<file path="src/rtl/compressor_pkg.sv">
// compressor_pkg: shared types and constants for the tile compression scheduler.
package compressor_pkg;
    localparam int LOG2_BLOCK_SIZE = 3;
    localparam int BLOCK_SIZE      = 1 << LOG2_BLOCK_SIZE;
    localparam int MAX_BLK_ROWS    = 480 / BLOCK_SIZE;
    localparam int MAX_BLK_COLS    = 640 / BLOCK_SIZE;
    typedef enum logic [1:0] {IDLE, DISPATCH, DRAIN, DONE} sched_state_e;
endpackage

</file>
<file path="src/rtl/compress_block_scheduler_ffs.sv">
// find_first_set: index of the lowest set bit of vec_i, with a valid flag.
module find_first_set #(
    parameter int WIDTH = 4,
    parameter int IDX_W = (WIDTH > 1) ? $clog2(WIDTH) : 1
) (
    input  logic [WIDTH-1:0] vec_i,
    output logic [IDX_W-1:0] idx_o,
    output logic             valid_o
);
    always_comb begin
        idx_o   = '0;
        valid_o = 1'b0;
        for (int i = WIDTH - 1; i >= 0; i--) begin
            if (vec_i[i]) begin
                idx_o   = IDX_W'(i);
                valid_o = 1'b1;
            end
        end
    end
endmodule

</file>
<file path="src/rtl/ff_en.sv">
// ff_en: enabled register with synchronous active-high reset to a parameter value.
module ff_en #(
    parameter int               WIDTH   = 1,
    parameter logic [WIDTH-1:0] RST_VAL = '0
) (
    input  logic             clk,
    input  logic             rst,
    input  logic             en_i,
    input  logic [WIDTH-1:0] d_i,
    output logic [WIDTH-1:0] q_o
);
    always_ff @(posedge clk) begin
        if (rst)
            q_o <= RST_VAL;
        else if (en_i)
            q_o <= d_i;
    end
endmodule

</file>
<file path="src/rtl/compress_block_scheduler.sv">
// compress_block_scheduler: walks image tiles in raster order and time-shares them over
// a pool of compress_block engines, one dispatch per cycle, signalling img_done at the end.
module compress_block_scheduler #(
    parameter int NUM_ENGINES  = 4,
    parameter int MAX_BLK_ROWS = compressor_pkg::MAX_BLK_ROWS,
    parameter int MAX_BLK_COLS = compressor_pkg::MAX_BLK_COLS,
    parameter int ROW_W        = $clog2(MAX_BLK_ROWS),
    parameter int COL_W        = $clog2(MAX_BLK_COLS),
    parameter int CNT_W        = $clog2(MAX_BLK_ROWS * MAX_BLK_COLS + 1)
) (
    input  logic                   clk,
    input  logic                   rst,
    input  logic                   start_img,
    input  logic [ROW_W:0]         img_blk_rows,
    input  logic [COL_W:0]         img_blk_cols,
    input  logic [NUM_ENGINES-1:0] eng_done,
    output logic [NUM_ENGINES-1:0] eng_start,
    output logic [ROW_W-1:0]       eng_blk_row,
    output logic [COL_W-1:0]       eng_blk_col,
    output logic                   busy,
    output logic                   img_done,
    output logic [CNT_W-1:0]       blocks_done,
    output logic                   start_ignored,
    output logic                   err_spurious
);
    import compressor_pkg::*;
    localparam int IDX_W = (NUM_ENGINES > 1) ? $clog2(NUM_ENGINES) : 1;

    sched_state_e           state_q, state_d;
    logic [1:0]             state_raw;
    logic [ROW_W:0]         rows_q, rows_d, n_rows;
    logic [COL_W:0]         cols_q, cols_d, n_cols;
    logic [ROW_W-1:0]       row_cur_q, row_cur_d, cur_row, blk_row_q, blk_row_d;
    logic [COL_W-1:0]       col_cur_q, col_cur_d, cur_col, blk_col_q, blk_col_d;
    logic [NUM_ENGINES-1:0] eng_busy_q, eng_busy_d, eng_start_q, eng_start_d, done_ok;
    logic [CNT_W-1:0]       blocks_q, blocks_d, done_cnt;
    logic [IDX_W-1:0]       sel_idx;
    logic                   sel_valid, accept, zero_dim, do_disp, last_col, last_tile;
    logic                   busy_q, img_done_q, start_ign_q, err_spur_q, err_spur_d;

    find_first_set #(.WIDTH(NUM_ENGINES), .IDX_W(IDX_W)) u_ffs (
        .vec_i  (~eng_busy_q),
        .idx_o  (sel_idx),
        .valid_o(sel_valid)
    );

    ff_en #(.WIDTH(2), .RST_VAL(IDLE)) u_state (
        .clk (clk),
        .rst (rst),
        .en_i(1'b1),
        .d_i (state_d),
        .q_o (state_raw)
    );
    assign state_q = sched_state_e'(state_raw);

    // In IDLE the accepted start dispatches tile (0,0) straight from the input dims.
    always_comb begin
        accept      = start_img && (state_q == IDLE);
        zero_dim    = (img_blk_rows == '0) || (img_blk_cols == '0);
        n_rows      = (state_q == IDLE) ? img_blk_rows : rows_q;
        n_cols      = (state_q == IDLE) ? img_blk_cols : cols_q;
        cur_row     = (state_q == IDLE) ? '0 : row_cur_q;
        cur_col     = (state_q == IDLE) ? '0 : col_cur_q;
        do_disp     = sel_valid && ((state_q == DISPATCH) || (accept && !zero_dim));
        last_col    = ({1'b0, cur_col} + (COL_W+1)'(1)) == n_cols;
        last_tile   = last_col && (({1'b0, cur_row} + (ROW_W+1)'(1)) == n_rows);
        done_ok     = eng_done & eng_busy_q;
        done_cnt    = '0;
        for (int i = 0; i < NUM_ENGINES; i++)
            done_cnt = done_cnt + CNT_W'(done_ok[i]);
        eng_start_d = do_disp ? (NUM_ENGINES'(1) << sel_idx) : '0;
        eng_busy_d  = (eng_busy_q & ~done_ok) | eng_start_d;
        blk_row_d   = do_disp ? cur_row : blk_row_q;
        blk_col_d   = do_disp ? cur_col : blk_col_q;
        row_cur_d   = do_disp ? (last_col ? cur_row + ROW_W'(1) : cur_row) : (accept ? '0 : row_cur_q);
        col_cur_d   = do_disp ? (last_col ? '0 : cur_col + COL_W'(1)) : (accept ? '0 : col_cur_q);
        rows_d      = accept ? img_blk_rows : rows_q;
        cols_d      = accept ? img_blk_cols : cols_q;
        blocks_d    = accept ? '0 : blocks_q + done_cnt;
        err_spur_d  = (accept ? 1'b0 : err_spur_q) | (|(eng_done & ~eng_busy_q));
        state_d     = state_q;
        unique case (state_q)
            IDLE:     if (accept) state_d = zero_dim ? DONE : (do_disp && last_tile) ? DRAIN : DISPATCH;
            DISPATCH: if (do_disp && last_tile) state_d = DRAIN;
            DRAIN:    if (eng_busy_q == '0) state_d = DONE;
            default:  state_d = IDLE;
        endcase
    end

    always_ff @(posedge clk) begin
        if (rst) begin
            rows_q      <= '0;
            cols_q      <= '0;
            row_cur_q   <= '0;
            col_cur_q   <= '0;
            blk_row_q   <= '0;
            blk_col_q   <= '0;
            eng_busy_q  <= '0;
            eng_start_q <= '0;
            blocks_q    <= '0;
            busy_q      <= 1'b0;
            img_done_q  <= 1'b0;
            start_ign_q <= 1'b0;
            err_spur_q  <= 1'b0;
        end else begin
            rows_q      <= rows_d;
            cols_q      <= cols_d;
            row_cur_q   <= row_cur_d;
            col_cur_q   <= col_cur_d;
            blk_row_q   <= blk_row_d;
            blk_col_q   <= blk_col_d;
            eng_busy_q  <= eng_busy_d;
            eng_start_q <= eng_start_d;
            blocks_q    <= blocks_d;
            busy_q      <= state_d != IDLE;
            img_done_q  <= state_q == DONE;
            start_ign_q <= start_img && (state_q != IDLE);
            err_spur_q  <= err_spur_d;
        end
    end

    assign eng_start     = eng_start_q;
    assign eng_blk_row   = blk_row_q;
    assign eng_blk_col   = blk_col_q;
    assign busy          = busy_q;
    assign img_done      = img_done_q;
    assign blocks_done   = blocks_q;
    assign start_ignored = start_ign_q;
    assign err_spurious  = err_spur_q;
endmodule

</file>
<file path="config.mk">
export PLATFORM = sky130hd
export DESIGN_NAME = compress_block_scheduler
export DESIGN_NICKNAME = d
export VERILOG_FILES = /design/src/rtl/compressor_pkg.sv /design/src/rtl/compress_block_scheduler_ffs.sv /design/src/rtl/ff_en.sv /design/src/rtl/compress_block_scheduler.sv
export SDC_FILE = /design/constraint.sdc
export NUM_CORES = 1
export LEC_CHECK = 0
export BUFFER_PORTS_ARGS = -buffer_cell sky130_fd_sc_hd__buf_4
export CAP_MARGIN = 20
export CORE_MARGIN = 8
export CORE_UTILIZATION = 60
export DETAILED_ROUTE_END_ITERATION = 10
export PLACE_DENSITY = 0.89
export SLEW_MARGIN = 15
export SYNTH_ARGS = -nofsm -noshare
export SYNTH_HDL_FRONTEND = slang
export SYNTH_HIERARCHICAL = 1
export SYNTH_SLANG_ARGS = --single-unit
</file>
<file path="constraint.sdc">
create_clock -name clk -period 10.5 [get_ports clk]
set_clock_uncertainty 0.15 [all_clocks]
set_input_delay 2.625 -clock clk [delete_from_list [all_inputs] [get_ports clk]]
set_output_delay 2.625 -clock clk [all_outputs]
set_load 0.05 [all_outputs]
</file>
# [Word level (Yosys, flattened, before mapping)]
# Index checks and enable logic that the tools add are counted.
[classes] bitwise_logic=7 n_shift=1 n_reduce_logical=18 mux=26 n_eq_ne=5 add_sub_neg=8
[ops] operator="$mux W7" count=5
[ops] operator="$mux W6" count=4
[ops] operator="$mux W2" count=9
[ops] operator="$add A13 B4 Y13" count=1
[ops] operator="$and A4 B4 Y4" count=3
[ops] operator="$add A7 B1 Y8 const B" count=1
[ops] operator="$eq A8 B8 Y1" count=1
[ops] operator="$logic_not A8 Y1" count=1
[ops] operator="$mux W8" count=1
[ops] operator="$not A4 Y4" count=2
[ops] operator="$add A6 B1 Y7 const B" count=1
[ops] operator="$add A7 B1 Y7 const B" count=1
[ops] operator="$eq A7 B7 Y1" count=1
[ops] operator="$logic_not A7 Y1" count=1
[ops] operator="$add A6 B1 Y6 const B" count=1
[ops] operator="$logic_and A1 B1 Y1" count=6
[ops] operator="$pmux W2 S3" count=1
[ops] operator="$reduce_bool A2 Y1" count=3
[ops] operator="$mux W1" count=5
[ops] operator="$add A3 B1 Y4" count=1
[ops] operator="$eq A2 B2 Y1 const B" count=2
[ops] operator="$logic_not A4 Y1" count=1
[ops] operator="$mux W4" count=1
[ops] operator="$or A4 B4 Y4" count=1
[ops] operator="other kinds (10)" count=11
[word_totals] input_bits=22 reg_bits=68

# [Depth between registers and ports, before layout]
[logic_depth] word_depth=12 mapped_depth=16

# [Hierarchy]
# The synthesis kept the hierarchy.
[modules_own_cells] mod="compress_block_scheduler" instances=1 seq_area_each_um2=1321.3 cells_per_inst=399 area_per_inst_um2=3290.7
[modules_own_cells] mod="ff_en" instances=1 seq_area_each_um2=40.0 cells_per_inst=6 area_per_inst_um2=67.6
[modules_own_cells] mod="find_first_set" instances=1 seq_area_each_um2=0.0 cells_per_inst=7 area_per_inst_um2=35.0

# [Worst setup path after synthesis]
# No wires, ideal clock.
[synth_path] path_type="input -> register" from="input port eng_done[0]" to="register blocks_q[12] (netlist: blocks_done[12])" path_slack_ps=5277 setup_ps=70 path_buffers=0 path_stages=10 t_arrival_ps=5003 cell_sequence="inv_1 nor2_1 fa_1 fa_1 inv_1 fa_1 nor4bb_1 nand3_1 or3_1 a21oi_1"
[synth_between] elab_chain_cells=5
[synth_lines] item="from (decl)" line_no="compress_block_scheduler.sv:16" rtl="input logic [NUM_ENGINES-1:0] eng_done,"
[synth_lines] item="$and A4 B4 Y4" line_no="compress_block_scheduler.sv:67" rtl="done_ok = eng_done & eng_busy_q;"
[synth_lines] item="$add A1 B1 Y2" line_no="compress_block_scheduler.sv:70" rtl="done_cnt = done_cnt + CNT_W'(done_ok[i]);"
[synth_lines] item="$add A2 B1 Y3" line_no="compress_block_scheduler.sv:70"
[synth_lines] item="$add A3 B1 Y4" line_no="compress_block_scheduler.sv:70"
[synth_lines] item="$add A13 B4 Y13" line_no="compress_block_scheduler.sv:79" rtl="blocks_d = accept ? '0 : blocks_q + done_cnt;"
[synth_lines] item="to (signal assigned)" line_no="compress_block_scheduler.sv:114" rtl="blocks_q <= blocks_d;"
[synth_lines] item="to (decl)" line_no="compress_block_scheduler.sv:36" rtl="logic [CNT_W-1:0] blocks_q, blocks_d, done_cnt;"
# Every way passes these cells.
# A chain may end at the register's enable or synchronous reset.

# [Worst setup path after layout]
# Same ends and word-level chain as after synthesis.

==> run_results.csv <==
group,metric,value,unit
status,status,"finished, final reports clean",
global_routing,grt-ovfl-total,0,
global_routing,grt_busiest_layer,"met2",
clock_network,ctsResizeCount,0,
clock_network,post-cts-setup-buffers,0,
global_routing,grt_pass1_vias,3183,
clock_network,cts_max_level,3,
logic_synthesis,ys_seq_elements,68,
logic_synthesis,synth_top_family_by_area,"simple AND/OR/NAND/NOR gates",
floorplan,io_pins,56,
floorplan,die_x,91.2,um
timing,worstMarginPinSlew,0.690,ns
setup_path,critPathKind,"in2reg",
pwr,ir_drop,126,uV
setup_path,arrival,5.44,ns
timing,fmaxAchievable,0.188,GHz
logic_synthesis,syn_avg_cell_area,8.24,um^2
floorplan,die_area,0.00832,mm^2
timing,period_needed,5.32,ns
logic_synthesis,yosysMostFrequentCell,"dfxtp_1",
logic_synthesis,synthFlopType,"dfxtp_1",
job,timing.max_cap.violations,0,
clock_network,clockRootBuffer,"clkbuf_8",
floorplan,start_util,62.0,%
clock_network,insertion_delay,0.35,ns
timing,fin_crit_sh,50.7,%
floorplan,coreArea,0.00547,mm^2
timing,rsz0062_at_grt,"false",
floorplan,num_rows,27,
finish,finalNetCount,485,
global_routing,antenna_found_initial,0,
timing,slew_headroom,54.0,%
placement,hpwl,5930,um
pwr,p_leak,0.00164,uW
finish,fin_area,0.00408,mm^2
timing,hold_ws,0.310,ns
clock_network,ctsHoldBuffers,0,
finish,antenna_cells,0,
drt,drt-initial-drc-count,274,
timing,setup-tns-final,0,ns
placement,place.gp.congestion,0.860,
logic_synthesis,synth_seq_area_share,40.1,%
logic_synthesis,synth-edff-count,0,
global_routing,grt_max_degree,54,
pwr,power,648,uW
logic_synthesis,yosys-top-cells-area,"dfxtp_1 40%, nand2_1 6.6%, a21oi_1 5.5%",
floorplan,fp.dieH,91.2,um
global_routing,met2_usage,36.7,%
drt,route.detailed.drc,0,
clock_network,cts_tree,"built",
clock_network,cts_buffers,9,
timing,drv_slew,0,
logic_synthesis,netlist_area,0.00339,mm^2
finish,drive_gt1_share,17.5,%
logic_synthesis,synth.yosys.warnings,6,
global_routing,use_met3,5.68,%
placement,dp_cells,518,
logic_synthesis,yosys.area_share.simple,26.9,%
clock_network,clock-sinks,68,
setup_path,crit_required,10.62,ns
placement,place_area,0.00381,mm^2
logic_synthesis,synth_compound_area_share,13.8,%
logic_synthesis,ys_types,55,
finish,area_delta_synth_final,20.1,%
logic_synthesis,async_reset_ff_share,0,%
global_routing,grt_use_met1,22.7,%
logic_synthesis,synth_largest_area_cell,"dfxtp_1",
logic_synthesis,synth-xor-area-share,9.55,%
logic_synthesis,synth_adder_area_share,2.88,%
drt,ant_nets,0,
drt,dr.pass1.iters,5,
setup_path,r2r_slack,6.82,ns
logic_synthesis,syn-instance-count,412,
timing,hold_violations,0,
logic_synthesis,yosysTopAreaCellShare,40.1,%
placement,port_buffers,55,
clock_network,cts_buffer_depth,2,
setup_path,cp-end-kind,"register",
worst_hold_path,hold_path.class,"reg2reg",
global_routing,grt_pass1_wl,14600,um
setup_path,critPathLaunchType,"input pin",
logic_synthesis,synthMuxAreaShare,2.43,%
drt,wl_per_cell,16.5,um
logic_synthesis,synth_common_cells,"68 x dfxtp_1, 60 x nand2_1, 37 x a21oi_1",
drt,viasPerCell,5.90,
drt,vias,3151,
setup_path,path_max_fanout,5,
clock_network,path_clk_slew,0.07,ns
global_routing,grtUsageTotal,21.1,%
finish,stdcell_count,534,
pwr,p_per_area,159,mW/mm^2
timing,finalSetupViolCount,0,
drt,wirelength,8810,um
[worst max-delay path, cell delays in order]
cell,delay (ns)
buf_4,0.11
inv_1,0.08
nor2_1,0.07
fa_1,0.55
fa_1,0.20
inv_1,0.07
fa_1,0.42
nor4bb_1,0.53
nand3_1,0.25
or3_1,0.40
a21oi_1,0.14
[cell families (layout without fill, tap and decap cells)]
family          after synthesis  count (layout)
compound gates               70              70
other cells                   1               2
buf+inv                      35              84
xor+xnor                     37              37
flops                        68              68
mux                           8               8
simple gates                187             187
fa+ha+maj                     6               6
[cells in the final DEF (no fill, tap or decap), types with 11 or more instances in the layout]
cell,count
xor2_1,17
nor2_1,36
nand3_1,26
buf_4,57
dfxtp_1,68
nand2_1,60
a21oi_1,37
nor3_1,11
xnor2_1,20
inv_1,11
[power by group]
part           switching (uW)  internal [uW]
registers                9.24            267
logic                    56.9           30.6
clock network             102            182
[registers in the layout, summed over array words and instances, names as in the netlist]
| signal | count |
|---|---|
| blocks_done | 13 |
| cols_q | 8 |
| col_cur_q | 7 |
| eng_blk_col | 7 |
| rows_q | 7 |
| eng_blk_row | 6 |
| row_cur_q | 6 |
| eng_busy_q | 4 |
| eng_start | 4 |
| u_state/q_o | 2 |
| busy | 1 |
| err_spurious | 1 |
| img_done | 1 |
| start_ignored | 1 |
[final timing paths]
kind	to	from	depth (start not counted)
hold / removal	eng_blk_row[1]$_SDFFE_PP0P_	eng_blk_row[1]$_SDFFE_PP0P_	2
setup reg to reg	u_state/q_o[0]$_SDFFE_PP0P_	u_state/q_o[0]$_SDFFE_PP0P_	12
hold reg to reg	eng_blk_row[1]$_SDFFE_PP0P_	eng_blk_row[1]$_SDFFE_PP0P_	2
setup / recovery	blocks_done[12]$_SDFF_PP0_	eng_done[0]	11
[layer usage]
metal	share of wire, %	wire length (um)	up-vias
met2	50	4390	146
met4	3.5	307	0
li1	-	-	1508
met5	0	0	-
met1	40	3560	1459
met3	6.2	544	38
[stage by stage]
step,setup slack (ns),util [%]
global route,4.96,74.5
finish,5.18,74.5
global placement,5.07,69.7
detailed placement,4.90,69.7
CTS,5.19,74.5
floorplan,5.28,-
[layout make-up]
cell class / instances / area [um^2]
repair buffers: 57 / 428
flip-flops and latches: 68 / 1360
clock buffers: 10 / 128
inverters: 11 / 41.3
clock inverters: 6 / 136
fillers: 396 / 1400
well taps: 72 / 90.1
multi-input cells: 310 / 1890
(Power assumes the default switching activity.)
